**config.mk**
```make
export PLATFORM = sky130hd
export DESIGN_NAME = datamover_rd_engine
export DESIGN_NICKNAME = d
export VERILOG_FILES = /design/src/rtl/datamover_pkg.sv /design/src/rtl/datamover_skid.sv /design/src/rtl/datamover_rd_engine.sv
export SDC_FILE = /design/constraint.sdc
export NUM_CORES = 1
export LEC_CHECK = 0
export ABC_AREA = 1
export ABC_CLOCK_PERIOD_IN_PS = 7250
export CORE_MARGIN = 8
export CORE_UTILIZATION = 50
export DETAILED_ROUTE_END_ITERATION = 10
export MAX_ROUTING_LAYER = met4
export PLACE_DENSITY = 0.77
export RECOVER_POWER = 100
export SLEW_MARGIN = 5
export SYNTH_ARGS = -nofsm -noshare
export SYNTH_HDL_FRONTEND = slang
export SYNTH_HIERARCHICAL = 1
export SYNTH_SLANG_ARGS = --single-unit
```
**constraint.sdc**
```tcl
create_clock -name clk -period 7.25 [get_ports clk]
set_input_delay 1.8125 -clock clk [delete_from_list [all_inputs] [get_ports clk]]
set_output_delay 1.8125 -clock clk [all_outputs]
set_load 0.02 [all_outputs]
```
**src/rtl/datamover_pkg.sv**
```systemverilog
// Shared types and AXI constants for the HP0 datamover read path.
package datamover_pkg;

    localparam int         BEAT_BYTES     = 8;
    localparam logic [1:0] AXI_BURST_INCR = 2'b01;
    localparam logic [1:0] AXI_RESP_OKAY  = 2'b00;
    localparam logic [2:0] AXSIZE_8B      = 3'd3;
    localparam logic [3:0] AXCACHE_DEF    = 4'b0011;

    typedef enum logic [1:0] {
        ST_IDLE,
        ST_ADDR,
        ST_DATA,
        ST_DONE
    } rd_state_t;

    // One stream beat as carried through the output register slice.
    typedef struct packed {
        logic [63:0] data;
        logic [7:0]  keep;
        logic        last;
    } rd_beat_t;

    // Byte enables for the final beat, given the residual byte count len[2:0].
    function automatic logic [7:0] tail_keep(input logic [2:0] rem);
        tail_keep = (rem == 3'd0) ? 8'hFF : (8'hFF >> (4'd8 - {1'b0, rem}));
    endfunction

endpackage

```
**src/rtl/datamover_skid.sv**
```systemverilog
// Two-entry register slice: registered output, accepts a beat whenever not full,
// so a continuously ready sink sees one beat per clock.
module datamover_skid #(
    parameter int W = 73
) (
    input  logic         clk,
    input  logic         rst,
    input  logic         i_valid,
    output logic         o_ready,
    input  logic [W-1:0] i_data,
    output logic         o_valid,
    input  logic         i_ready,
    output logic [W-1:0] o_data,
    output logic         o_full,
    output logic         o_empty
);

    logic [W-1:0] mem_q [2];
    logic [W-1:0] mem_d [2];
    logic         wr_ptr_q, wr_ptr_d;
    logic         rd_ptr_q, rd_ptr_d;
    logic [1:0]   count_q, count_d;
    logic         push, pop;

    assign o_full  = (count_q == 2'd2);
    assign o_empty = (count_q == 2'd0);
    assign o_ready = !o_full;
    assign o_valid = !o_empty;
    assign o_data  = mem_q[rd_ptr_q];
    assign push    = i_valid && o_ready;
    assign pop     = o_valid && i_ready;

    // Next-state for storage, pointers and occupancy.
    always_comb begin
        // NOTE: every variable gets a default first so no path leaves it unassigned (no latch).
        mem_d    = mem_q;
        wr_ptr_d = wr_ptr_q;
        rd_ptr_d = rd_ptr_q;
        if (push) begin
            mem_d[wr_ptr_q] = i_data;
            wr_ptr_d        = !wr_ptr_q;
        end
        if (pop) begin
            rd_ptr_d = !rd_ptr_q;
        end
        count_d = count_q + {1'b0, push} - {1'b0, pop};
    end

    // State registers; storage is cleared too so the stream outputs read 0 after reset.
    always_ff @(posedge clk or posedge rst) begin
        if (rst) begin
            // NOTE: the two data entries are reset on purpose: they drive o_rd_data directly.
            mem_q    <= '{default: '0};
            wr_ptr_q <= 1'b0;
            rd_ptr_q <= 1'b0;
            count_q  <= 2'd0;
        end else begin
            // NOTE: non-blocking assignments keep all flops updating from the same pre-edge values.
            mem_q    <= mem_d;
            wr_ptr_q <= wr_ptr_d;
            rd_ptr_q <= rd_ptr_d;
            count_q  <= count_d;
        end
    end

endmodule

```
**src/rtl/datamover_rd_engine.sv**
```systemverilog
// MM2S read engine: turns a (byte address, byte length) command into 4KB-safe
// AXI4 INCR bursts on HP0 and streams the returned data out as 64-bit beats.
module datamover_rd_engine
    import datamover_pkg::*;
#(
    parameter int MAX_BURST_LEN = 16,
    parameter int ADDR_W        = 32,
    parameter int LEN_W         = 23
) (
    input  logic              clk,
    input  logic              rst,
    input  logic [ADDR_W-1:0] i_rd_cmd_addr,
    input  logic [LEN_W-1:0]  i_rd_cmd_length,
    input  logic              i_rd_cmd_req,
    output logic              o_rd_cmd_ack,
    input  logic              i_rd_ready,
    output logic              o_rd_valid,
    output logic [63:0]       o_rd_data,
    output logic [7:0]        o_rd_keep,
    output logic              o_rd_last,
    output logic              o_read_finish,
    output logic              o_rd_err,
    input  logic              hp0_arready,
    output logic              hp0_arvalid,
    output logic [3:0]        hp0_arid,
    output logic [ADDR_W-1:0] hp0_araddr,
    output logic [7:0]        hp0_arlen,
    output logic [2:0]        hp0_arsize,
    output logic [1:0]        hp0_arburst,
    output logic [2:0]        hp0_arprot,
    output logic [3:0]        hp0_arcache,
    input  logic [63:0]       hp0_rdata,
    input  logic [1:0]        hp0_rresp,
    input  logic              hp0_rlast,
    input  logic              hp0_rvalid,
    output logic              hp0_rready
);

    localparam int BL_W = LEN_W - 2;

    rd_state_t         state_q, state_d;
    logic [ADDR_W-1:0] addr_q, addr_d;
    logic [BL_W-1:0]   beats_left_q, beats_left_d;
    logic [8:0]        burst_q, burst_d;
    logic [8:0]        beat_cnt_q, beat_cnt_d;
    logic [7:0]        keep_last_q, keep_last_d;
    logic              ack_q, ack_d;
    logic              finish_q, finish_d;
    logic              err_q, err_d;

    logic [12:0]       dist_bytes;
    logic [9:0]        dist_beats;
    logic [BL_W-1:0]   lim;
    logic [8:0]        burst;
    logic [8:0]        cnt_next;
    logic              final_burst;
    logic              in_data;
    logic              r_hs;
    logic              skid_ready, skid_full, skid_empty;
    rd_beat_t          beat_in, beat_out;

    // Burst size: smallest of remaining beats, the burst cap and the distance to the 4KB boundary.
    always_comb begin
        dist_bytes = 13'd4096 - {1'b0, addr_q[11:0]};
        dist_beats = 10'(dist_bytes >> 3);
        lim        = beats_left_q;
        if (lim > BL_W'(MAX_BURST_LEN)) lim = BL_W'(MAX_BURST_LEN);
        if (lim > BL_W'(dist_beats))    lim = BL_W'(dist_beats);
        burst = 9'(lim);
    end

    assign final_burst = (beats_left_q == '0);
    assign in_data     = (state_q == ST_DATA);
    assign hp0_rready  = in_data && !skid_full;
    assign r_hs        = hp0_rvalid && in_data && skid_ready;
    assign cnt_next    = beat_cnt_q + 9'd1;

    // Beat entering the slice: last/keep only on the final beat of the final burst.
    always_comb begin
        beat_in.data = hp0_rdata;
        beat_in.last = hp0_rlast && final_burst;
        beat_in.keep = beat_in.last ? keep_last_q : 8'hFF;
    end

    // FSM next-state plus command, counter and status updates.
    always_comb begin
        state_d      = state_q;
        addr_d       = addr_q;
        beats_left_d = beats_left_q;
        burst_d      = burst_q;
        beat_cnt_d   = beat_cnt_q;
        keep_last_d  = keep_last_q;
        ack_d        = 1'b0;
        finish_d     = 1'b0;
        err_d        = err_q;
        case (state_q)
            ST_IDLE: begin
                if (i_rd_cmd_req) begin
                    addr_d       = i_rd_cmd_addr & ~ADDR_W'(BEAT_BYTES - 1);
                    beats_left_d = BL_W'(i_rd_cmd_length >> 3) + BL_W'(|i_rd_cmd_length[2:0]);
                    keep_last_d  = tail_keep(i_rd_cmd_length[2:0]);
                    ack_d        = 1'b1;
                    err_d        = 1'b0;
                    state_d      = (i_rd_cmd_length == '0) ? ST_DONE : ST_ADDR;
                end
            end
            ST_ADDR: begin
                if (hp0_arready) begin
                    addr_d       = addr_q + ADDR_W'(burst) * ADDR_W'(BEAT_BYTES);
                    beats_left_d = beats_left_q - BL_W'(burst);
                    burst_d      = burst;
                    beat_cnt_d   = 9'd0;
                    state_d      = ST_DATA;
                end
            end
            ST_DATA: begin
                if (r_hs) begin
                    beat_cnt_d = cnt_next;
                    if (hp0_rresp != AXI_RESP_OKAY) err_d = 1'b1;
                    // rlast is trusted for sequencing; disagreement with our count is only flagged.
                    if (hp0_rlast != (cnt_next == burst_q)) err_d = 1'b1;
                    if (hp0_rlast) state_d = final_burst ? ST_DONE : ST_ADDR;
                end
            end
            ST_DONE: begin
                if (skid_empty) begin
                    finish_d = 1'b1;
                    state_d  = ST_IDLE;
                end
            end
            default: state_d = ST_IDLE;
        endcase
    end

    // State and counter registers.
    always_ff @(posedge clk or posedge rst) begin
        if (rst) begin
            state_q      <= ST_IDLE;
            addr_q       <= '0;
            beats_left_q <= '0;
            burst_q      <= 9'd0;
            beat_cnt_q   <= 9'd0;
            keep_last_q  <= 8'h00;
            ack_q        <= 1'b0;
            finish_q     <= 1'b0;
            err_q        <= 1'b0;
        end else begin
            state_q      <= state_d;
            addr_q       <= addr_d;
            beats_left_q <= beats_left_d;
            burst_q      <= burst_d;
            beat_cnt_q   <= beat_cnt_d;
            keep_last_q  <= keep_last_d;
            ack_q        <= ack_d;
            finish_q     <= finish_d;
            err_q        <= err_d;
        end
    end

    // AR channel is a direct decode of the ADDR state, so it drops with reset immediately.
    assign hp0_arvalid = (state_q == ST_ADDR);
    assign hp0_araddr  = hp0_arvalid ? addr_q : '0;
    assign hp0_arlen   = hp0_arvalid ? 8'(burst - 9'd1) : 8'h00;
    assign hp0_arsize  = hp0_arvalid ? AXSIZE_8B : 3'd0;
    assign hp0_arburst = hp0_arvalid ? AXI_BURST_INCR : 2'b00;
    assign hp0_arcache = hp0_arvalid ? AXCACHE_DEF : 4'b0000;
    assign hp0_arid    = 4'd0;
    assign hp0_arprot  = 3'd0;

    datamover_skid #(
        .W($bits(rd_beat_t))
    ) u_skid (
        .clk    (clk),
        .rst    (rst),
        .i_valid(hp0_rvalid && in_data),
        .o_ready(skid_ready),
        .i_data (beat_in),
        .o_valid(o_rd_valid),
        .i_ready(i_rd_ready),
        .o_data (beat_out),
        .o_full (skid_full),
        .o_empty(skid_empty)
    );

    assign o_rd_data     = beat_out.data;
    assign o_rd_keep     = beat_out.keep;
    assign o_rd_last     = beat_out.last;
    assign o_rd_cmd_ack  = ack_q;
    assign o_read_finish = finish_q;
    assign o_rd_err      = err_q;

endmodule
```
==> flow_metrics.tcl <==
set metrics [dict create \
    outcome "finished, violations left" \
    violations "capacitance limit, slew limit" \
    hold_class "reg2reg" \
    rsz0062_at_grt "no" \
    fin_crit_sh_pct 89.6 \
    tightest_slew_ps 3930 \
    synth_cell_type_count 55 \
    powerDensity_mw_per_mm2 469 \
    drv_cap 11 \
    synth_cells 2060 \
    synth_edf_count 0 \
    final_util_pct 61.9 \
    seq_area_frac_synth_pct 39.5 \
    port_buffers 245 \
    path_class "reg2out" \
    die_y_microns 187 \
    clk_path_buf_depth 3 \
    core_area_sq_mm 0.0288 \
    layout-drive-gt1-share_pct 5.27 \
    area_growth_pct 21.9 \
    io_pins 263 \
    hold_depth 2 \
    initial_core_util_pct 50.8 \
    grt_antenna_before_repair 3 \
    nets 2409 \
    clkLatencyLatePin_ps 530 \
    ys.flop_type "dfrtp_1" \
    clk_transition_reported_paths_ps 60 \
    grt_pass1_wl_microns 71400 \
    stdcell_count 2646 \
    antenna_left 0 \
    whs_ps 466 \
    cp.arrival_ps 4690 \
    synth-seq-cells 231 \
    crit_fanout 10 \
    grt_start_max_net_pins 92 \
    cts_resized 0 \
    maxSlewViolCount 602 \
    wirelength_microns 43600 \
    dpl_cell_area_sq_mm 0.0171 \
    placementRows 62 \
    vias 14400 \
    grt_remaining_overflow 0 \
    gp_congestion 0.892 \
    final_cell_mix "800 x nand2_1, 229 x dfrtp_1, 165 x nand4_1, 160 x inv_1, 134 x nor2_1" \
    drt_iter0_drc 1352 \
    async_reset_ff_share_pct 100 \
    fmax_mhz 154 \
    hold_viol_final 0 \
    die_x_microns 187 \
    placedCellCount 2595 \
    p_leak_nw 9.14 \
    dp_hpwl_microns 29700 \
    yosysWarnings 6 \
    tritoncts "yes" \
    cp_data_required_time_ps 5440 \
    root_buffer "clkbuf_16" \
    worstSetupStartpointType "flop" \
    die_area_sq_mm 0.0350 \
    cts_hold_buf 0 \
    clock_skew_ps 11.4 \
    design_area_sq_mm 0.0178 \
    r2r_slack_ps 1160 \
    worstRegToRegCells 6 \
    syn_avg_cell_area_sq_um 7.10 \
    ir_worst_vdd_mv 0.301 \
    min_period_ps 6500 \
    fillers 2632 \
    post-cts-setup-buffers 0 \
    cts.sinks 231 \
    fin_setup_tns_ps 0 \
    wl_per_cell_microns 16.5 \
    drc 0 \
    syn_area_sq_mm 0.0146 \
    end_kind "output port" \
    timing.slew.headroom_pct -163 \
    dr.pass1.iters 6 \
    final_common_cell "nand2_1" \
    numCtsBuffers 26 \
    grt_pass1_vias 13900 \
    cts.htree.levels 1 \
    setup_viol 0 \
    viasPerCell 5.45 \
    grtUsageTotal_pct 24.8 \
]
-- registers in the layout (all words and copies together) (netlist names) --
signal           count
addr_q              29
o_rd_err             1
u_skid/count_q       2
state_q              2
u_skid/wr_ptr_q      1
burst_q              9
keep_last_q          8
o_rd_cmd_ack         1
u_skid/rd_ptr_q      1
beat_cnt_q           9
u_skid/mem_q       146
o_read_finish        1
beats_left_q        21
-- cells in the mapped netlist (15+ instances only) --
cell      number  area [sq um]
xor2_1        18           158
dfrtp_1      231          5780
nor3_1        21           105
clkbuf_1      15          56.3
ha_1          40           500
nand2_2       17           106
buf_4         30           225
a31oi_1       16           100
o22ai_1       18           113
nor2_1       133           499
inv_1        159           597
nand4_1      165          1030
nand2_1      795          2980
a21oi_1       42           210
inv_2         18          67.6
nand3_1       96           480
o21ai_0       62           310
buf_2         72           360
-- worst paths after layout --
| path | endpoint | start |
|---|---|---|
| hold / removal | o_rd_err | o_rd_err |
| max in group asynchronous | u_skid/wr_ptr_q | rst |
| hold reg to reg | o_rd_err | o_rd_err |
| min in group asynchronous | beat_cnt_q[5] | rst |
| setup reg to reg | u_skid/mem_q[125] | u_skid/count_q[0] |
| setup / recovery | hp0_arlen[4] | addr_q[3] |
-- cell type report --
cell class                 instances  area, sq um  share of cell area, %
sequential                       231         5780                   32.4
inverter                         179          677                   3.80
multi-input combinational       1542         7490                   42.0
clock inverter                     7          103                  0.576
timing repair buffer             259         2530                   14.2
clock buffer                      41          757                   4.25
tap                              384          480                   2.70
antenna                            3         7.51                 0.0421
-- worst max-delay path, stage by stage (launching register included) --
cell and delay, ps:
dfrtp_1 460, inv_1 200, ha_1 230, nand4_1 130, nor2_1 140, xor2_1 80, inv_1 80, ha_1 140
nand2_1 100, nor3b_1 250, nand2_1 130, nand2_4 130, nand2_1 280, o21ai_0 460, ha_1 260, nand2_1 80
nor2_1 170, o21ai_1 80, nor2_1 130, clkdlybuf4s50_1 630
-- metal layers --
layer	routed length, microns	vias to the layer above	share of wire [%]	GRT usage (%)
li1	-	7060	-	-
met1	18400	6748	42	31.2
met2	20000	536	46	39.1
met3	3870	80	8.9	6.15
met4	1300	0	3.0	7.70
met5	0	-	0	-
-- stage by stage --
stage	worst slack [ps]	total power, mW
detailed placement	1640	7.19
global placement	1720	7.09
floorplan	1400	5.59
global route	427	9.07
CTS	1080	8.56
finish	752	8.37
-- power breakdown --
part	internal, mW	switching [mW]	leakage, nW
clock	0.788	0.525	0.415
combinational	1.62	3.14	5.87
sequential	1.89	0.403	2.86
-- cells by family after synthesis --
kind of cell | Yosys count | share of synthesized area (%)
AND/OR/NAND/NOR | 1282 | 39.1
buffers and inverters | 305 | 9.34
flip-flops | 231 | 39.5
AO/OA/AOI/OAI | 174 | 6.76
adder cells (fa/ha/maj) | 42 | 3.70
XOR/XNOR | 25 | 1.55
other | 1 | 0.0256
Power figures use the tool's default switching activity.
